File: config.mk
export PLATFORM = sky130hd
export DESIGN_NAME = clk_freq_meter
export DESIGN_NICKNAME = d
export VERILOG_FILES = /design/src/rtl/clk_freq_meter.sv
export SDC_FILE = /design/constraint.sdc
export NUM_CORES = 1
export LEC_CHECK = 0
export BUFFER_PORTS_ARGS = -buffer_cell sky130_fd_sc_hd__buf_2
export CORE_MARGIN = 2
export CORE_UTILIZATION = 60
export DETAILED_ROUTE_END_ITERATION = 12
export GPL_ROUTABILITY_DRIVEN = 0
export PLACE_DENSITY = 0.82
export REMOVE_ABC_BUFFERS = 1
export SLEW_MARGIN = 20
export SYNTH_ARGS = -nofsm -noshare
export SYNTH_HDL_FRONTEND = slang
export SYNTH_SLANG_ARGS = --single-unit
File: constraint.sdc
create_clock -name clk_in -period 3.4 [get_ports clk_in]
set_input_delay 0.17 -clock clk_in [delete_from_list [all_inputs] [get_ports clk_in]]
set_output_delay 0.17 -clock clk_in [all_outputs]
set_load 0.005 [all_outputs]
File: src/rtl/clk_freq_meter.sv
// rtl/clk_freq_meter.sv - period / high-time meter for a slow asynchronous square wave
module clk_freq_meter #(
    parameter int unsigned     NBITS     = 32,
    parameter longint unsigned MAX_COUNT = 1_000_000
) (
    input  logic             clk_in,
    input  logic             reset,
    input  logic             enable,
    input  logic             sig_in,
    output logic [NBITS-1:0] period,
    output logic [NBITS-1:0] high_time,
    output logic             valid,
    output logic             stalled
);

    localparam logic [1:0] ST_IDLE    = 2'd0;
    localparam logic [1:0] ST_ARM     = 2'd1;
    localparam logic [1:0] ST_MEASURE = 2'd2;

    localparam logic [NBITS-1:0] CNT_MAX = NBITS'(MAX_COUNT);
    localparam logic [NBITS-1:0] CNT_ONE = NBITS'(1);

    logic             sync1_q;
    logic             sync2_q;
    logic             hist_q;
    logic             rise;
    logic             fall;

    logic [1:0]       state_q,   state_d;
    logic [NBITS-1:0] cnt_q,     cnt_d;
    logic [NBITS-1:0] hi_cap_q,  hi_cap_d;
    logic [NBITS-1:0] period_q,  period_d;
    logic [NBITS-1:0] high_q,    high_d;
    logic             valid_q,   valid_d;
    logic             stalled_q, stalled_d;

    // Two-flop synchronizer plus a history flop; free-running so edge
    // detection never depends on enable or FSM state.
    always_ff @(posedge clk_in or negedge reset) begin
        if (!reset) begin
            sync1_q <= 1'b0;
            sync2_q <= 1'b0;
            hist_q  <= 1'b0;
        end else begin
            sync1_q <= sig_in;
            sync2_q <= sync1_q;
            hist_q  <= sync2_q;
        end
    end

    assign rise = sync2_q & ~hist_q;
    assign fall = ~sync2_q & hist_q;

    // Next-state logic: enable low overrides everything, a rise beats the
    // stall limit when both land in the same cycle.
    always_comb begin
        state_d   = state_q;
        cnt_d     = cnt_q;
        hi_cap_d  = hi_cap_q;
        period_d  = period_q;
        high_d    = high_q;
        valid_d   = 1'b0;
        stalled_d = stalled_q;

        if (!enable) begin
            state_d   = ST_IDLE;
            cnt_d     = '0;
            stalled_d = 1'b0;
        end else begin
            case (state_q)
                ST_IDLE: begin
                    cnt_d   = '0;
                    state_d = ST_ARM;
                end
                ST_ARM: begin
                    if (rise) begin
                        cnt_d   = CNT_ONE;
                        state_d = ST_MEASURE;
                    end
                end
                ST_MEASURE: begin
                    if (rise) begin
                        period_d  = cnt_q;
                        high_d    = hi_cap_q;
                        valid_d   = 1'b1;
                        cnt_d     = CNT_ONE;
                        stalled_d = 1'b0;
                    end else if (cnt_q == CNT_MAX) begin
                        stalled_d = 1'b1;
                        period_d  = '0;
                        high_d    = '0;
                        cnt_d     = '0;
                        state_d   = ST_ARM;
                    end else begin
                        cnt_d = cnt_q + CNT_ONE;
                        if (fall) begin
                            hi_cap_d = cnt_q;
                        end
                    end
                end
                default: begin
                    state_d = ST_IDLE;
                    cnt_d   = '0;
                end
            endcase
        end
    end

    // Measurement state and registered outputs.
    always_ff @(posedge clk_in or negedge reset) begin
        if (!reset) begin
            state_q   <= ST_IDLE;
            cnt_q     <= '0;
            hi_cap_q  <= '0;
            period_q  <= '0;
            high_q    <= '0;
            valid_q   <= 1'b0;
            stalled_q <= 1'b0;
        end else begin
            state_q   <= state_d;
            cnt_q     <= cnt_d;
            hi_cap_q  <= hi_cap_d;
            period_q  <= period_d;
            high_q    <= high_d;
            valid_q   <= valid_d;
            stalled_q <= stalled_d;
        end
    end

    assign period    = period_q;
    assign high_time = high_q;
    assign valid     = valid_q;
    assign stalled   = stalled_q;

endmodule

==> impl_results.md <==
- Top cells by area, synth: dfrtp_1 (59%), a22o_1 (9.8%), mux2_4 (7.9%)
- I/O Pins: 70
- Reg-to-reg endpoint: hi_cap_q[2]
- Power density cells: 530.2 nW/um^2
- Buffers on Ports: 69
- Clock transition at path regs: 0.06 ns
- Worst slew margin: 42.38%
- Setup Skew: 0.01036 ns
- Starting Density: 61.65%
- Htree depth: 4
- CTS sink cnt: 135
- R2r startpoint: cnt_q[1]
- Global Route Usage Sum: 24.50%
- Final count of hold timing violations: 0
- Peak VDD IR: 0.3842 mV
- Synth Flop Type: dfrtp_1
- Min-delay worst type: in -> async
- # Max-Cap Violations: 0
- Crit start category: flip-flop
- Initial DRT Pass Iterations: 6
- Hpwl dp: 7.270 mm
- Critical path data required time: 3.80 ns
- Tmin final: 2.506 ns
- Unique masters post-synth: 41
- Num rows: 35
- Mapped Cells: 439
- Largest net degree at the start of global routing: 87
- Status: complete, no violations
- Vias in the first global route: 3,865
- CTS buffer count: 17
- Gr ovfl total: 0
- Die extent in x: 101.4 um
- DP Cell Count: 616
- Clock Latency Late Sink: 0.52 ns
- Routed vias/inst: 5.978
- Post-Route WL: 11.88 mm
- Die area: 10,290 um^2
- Non-Filler Instances: 651
- Cell chosen for the clock root: clkbuf_8
- Yosys warns: 0
- Crit path capture type: flip-flop
- Vias: 3,892
- Fmax: 399.1 MHz
- Pin slew with the least headroom to its limit: 0.8577 ns
- Area Overhead vs Synth: 17.02%
- Setup_tns: 0 ns
- FF+latch count, synth: 135
- Largest area contributor in the synthesized netlist: dfrtp_1
- Remaining DRCs: 0
- Post-synth top area share: 59.30%
- Leak: 3.364 nW
- Critical path class: reg -> reg
- Arr. time, crit path: 2.91 ns
- Cells resized by post-CTS repair: 0
- N_diodes: 0
- EDFF count, synth: 0
- Post-CTS setup buffers: 0
- Register area share after synthesis: 59.30%
- Initial DRC count: 290
- Slew Limit Fails: 0
- RSZ-0062 raised after global routing: false
- Fraction of layout cells with a size suffix above 1: 27.97%
- Worst-case clock buffer depth: 2
- First-pass GRT wire length: 19.49 mm
- Reg2reg path depth: 7
- Final period utilization: 73.70%
- Mapped Area: 5697 um^2
- Setup Viol. Count Final: 0
- Final nets: 518
- Routed len/inst: 18.25 um
- Reg2reg setup slack: 0.89 ns
- Die height: 101.4 um
- Synth Area per Inst: 12.98 um^2
- Antenna violations before repair: 0
- Routed Antenna Nets: 0
- Async SR Flop Fraction: 100.0%
- Area of the core: 9240 um^2
- CTS tree: built
- Worst Path Max Fanout: 32
-- area by class of cell --
| class | instances | area, um^2 |
|---|---|---|
| tap | 129 | 161.4 |
| multi-input combinational | 266 | 2092 |
| fill | 591 | 2574 |
| inverter | 9 | 33.78 |
| clock buffer | 17 | 414.1 |
| timing repair buffer | 80 | 441.7 |
| sequential | 135 | 3378 |
| clock inverter | 15 | 145.1 |
-- layout by cell type, fill, tap and decap left out, drive strengths merged, types with 7 or more instances in the layout --
master    n
nor2     29
o21ai    11
inv      14
buf      77
nand2    12
dfrtp   135
or3       8
nand3    18
nand4    16
mux2     32
a21oi    10
clkbuf   17
xor2     21
clkinv    7
a22o     64
-- how the worst max path moves through the flow --
stage          startpoint            to  slack [ns]
6_report         cnt_q[1]   hi_cap_q[2]        0.89
5_1_grt          cnt_q[1]   hi_cap_q[2]        0.70
4_1_cts          cnt_q[0]    period[22]        0.87
3_5_place_dp     cnt_q[0]    period[22]        0.90
3_3_place_gp    cnt_q[24]     period[0]        1.00
2_1_floorplan  state_q[0]  high_time[0]        0.15
-- critical path: stages, from the launching register on --
cell and delay, ns:
dfrtp_1 0.44, inv_1 0.10, ha_1 0.15, nor4b_1 0.31
nand4_1 0.19, nor2_1 0.22, or4b_4 0.57, mux2_4 0.36
-- sequential cells by signal, indices dropped and copies added (netlist names) --
register	cells
cnt_q	32
hi_cap_q	32
high_time	32
period	32
state_q	2
hist_q	1
stalled	1
sync1_q	1
sync2_q	1
valid	1
-- per-stage QoR --
step	utilization (%)	total power, mW	instance area [um^2]	setup WS (ns)	hold slack [ns]
2_1_floorplan	-	1.770	5489	0.1492	-0.1256
3_3_place_gp	65.70	1.842	6071	1.000	0.2593
3_5_place_dp	65.70	1.854	6071	0.9014	0.2743
4_1_cts	72.08	3.560	6660	0.8651	0.2846
5_1_grt	72.15	3.653	6666	0.7030	0.2821
6_report	72.15	3.535	6666	0.8943	0.2685
-- cell usage after synthesis (all sizes together), types with 2 or more instances --
library cell and n:
or3 8, and2 3, dfrtp 135, nand4 16
xor2 21, nand3 18, mux2 32, and3 4
ha 5, buf 19, nand2 12, nor2 29
nor4 5, a21o 3, nor3 5, a31oi 3
a21oi 10, and4 3, o21ai 11, nor4bb 2
inv 9, nor4b 2, a22o 64, clkbuf 10
xnor2 2
-- cell families (layout without fill, tap and decap cells) --
group           Yosys count  count (layout)  share of synthesized area (%)
fa+ha+maj                 5               5                          1.098
flops                   135             135                          59.30
buf+inv                  38             121                          4.239
xor+xnor                 23              23                          3.536
compound gates           96              96                          13.16
mux                      32              32                          8.302
simple gates            110             110                          10.37
-- where the power goes --
| part | total, mW | switching (mW) | internal (mW) |
|---|---|---|---|
| Sequential | 1.64 | 0.0172 | 1.62 |
| Clock | 1.70 | 0.715 | 0.984 |
| Combinational | 0.196 | 0.138 | 0.0580 |
-- metal layers --
layer,vias up,global-route usage (%),share of wire [%]
met1,1943,35.68,46
met3,32,5.452,4.7
met4,0,10.19,2.2
met5,-,0,0
li1,1762,-,-
met2,155,36.07,47
-- timing repair --
item | in CTS | in global routing
endpoints found under the setup margin | 0 | 0
hold buffers | 3 | 0
endpoints found under the hold margin | 88 | 0
Power figures use the tool's default switching activity.
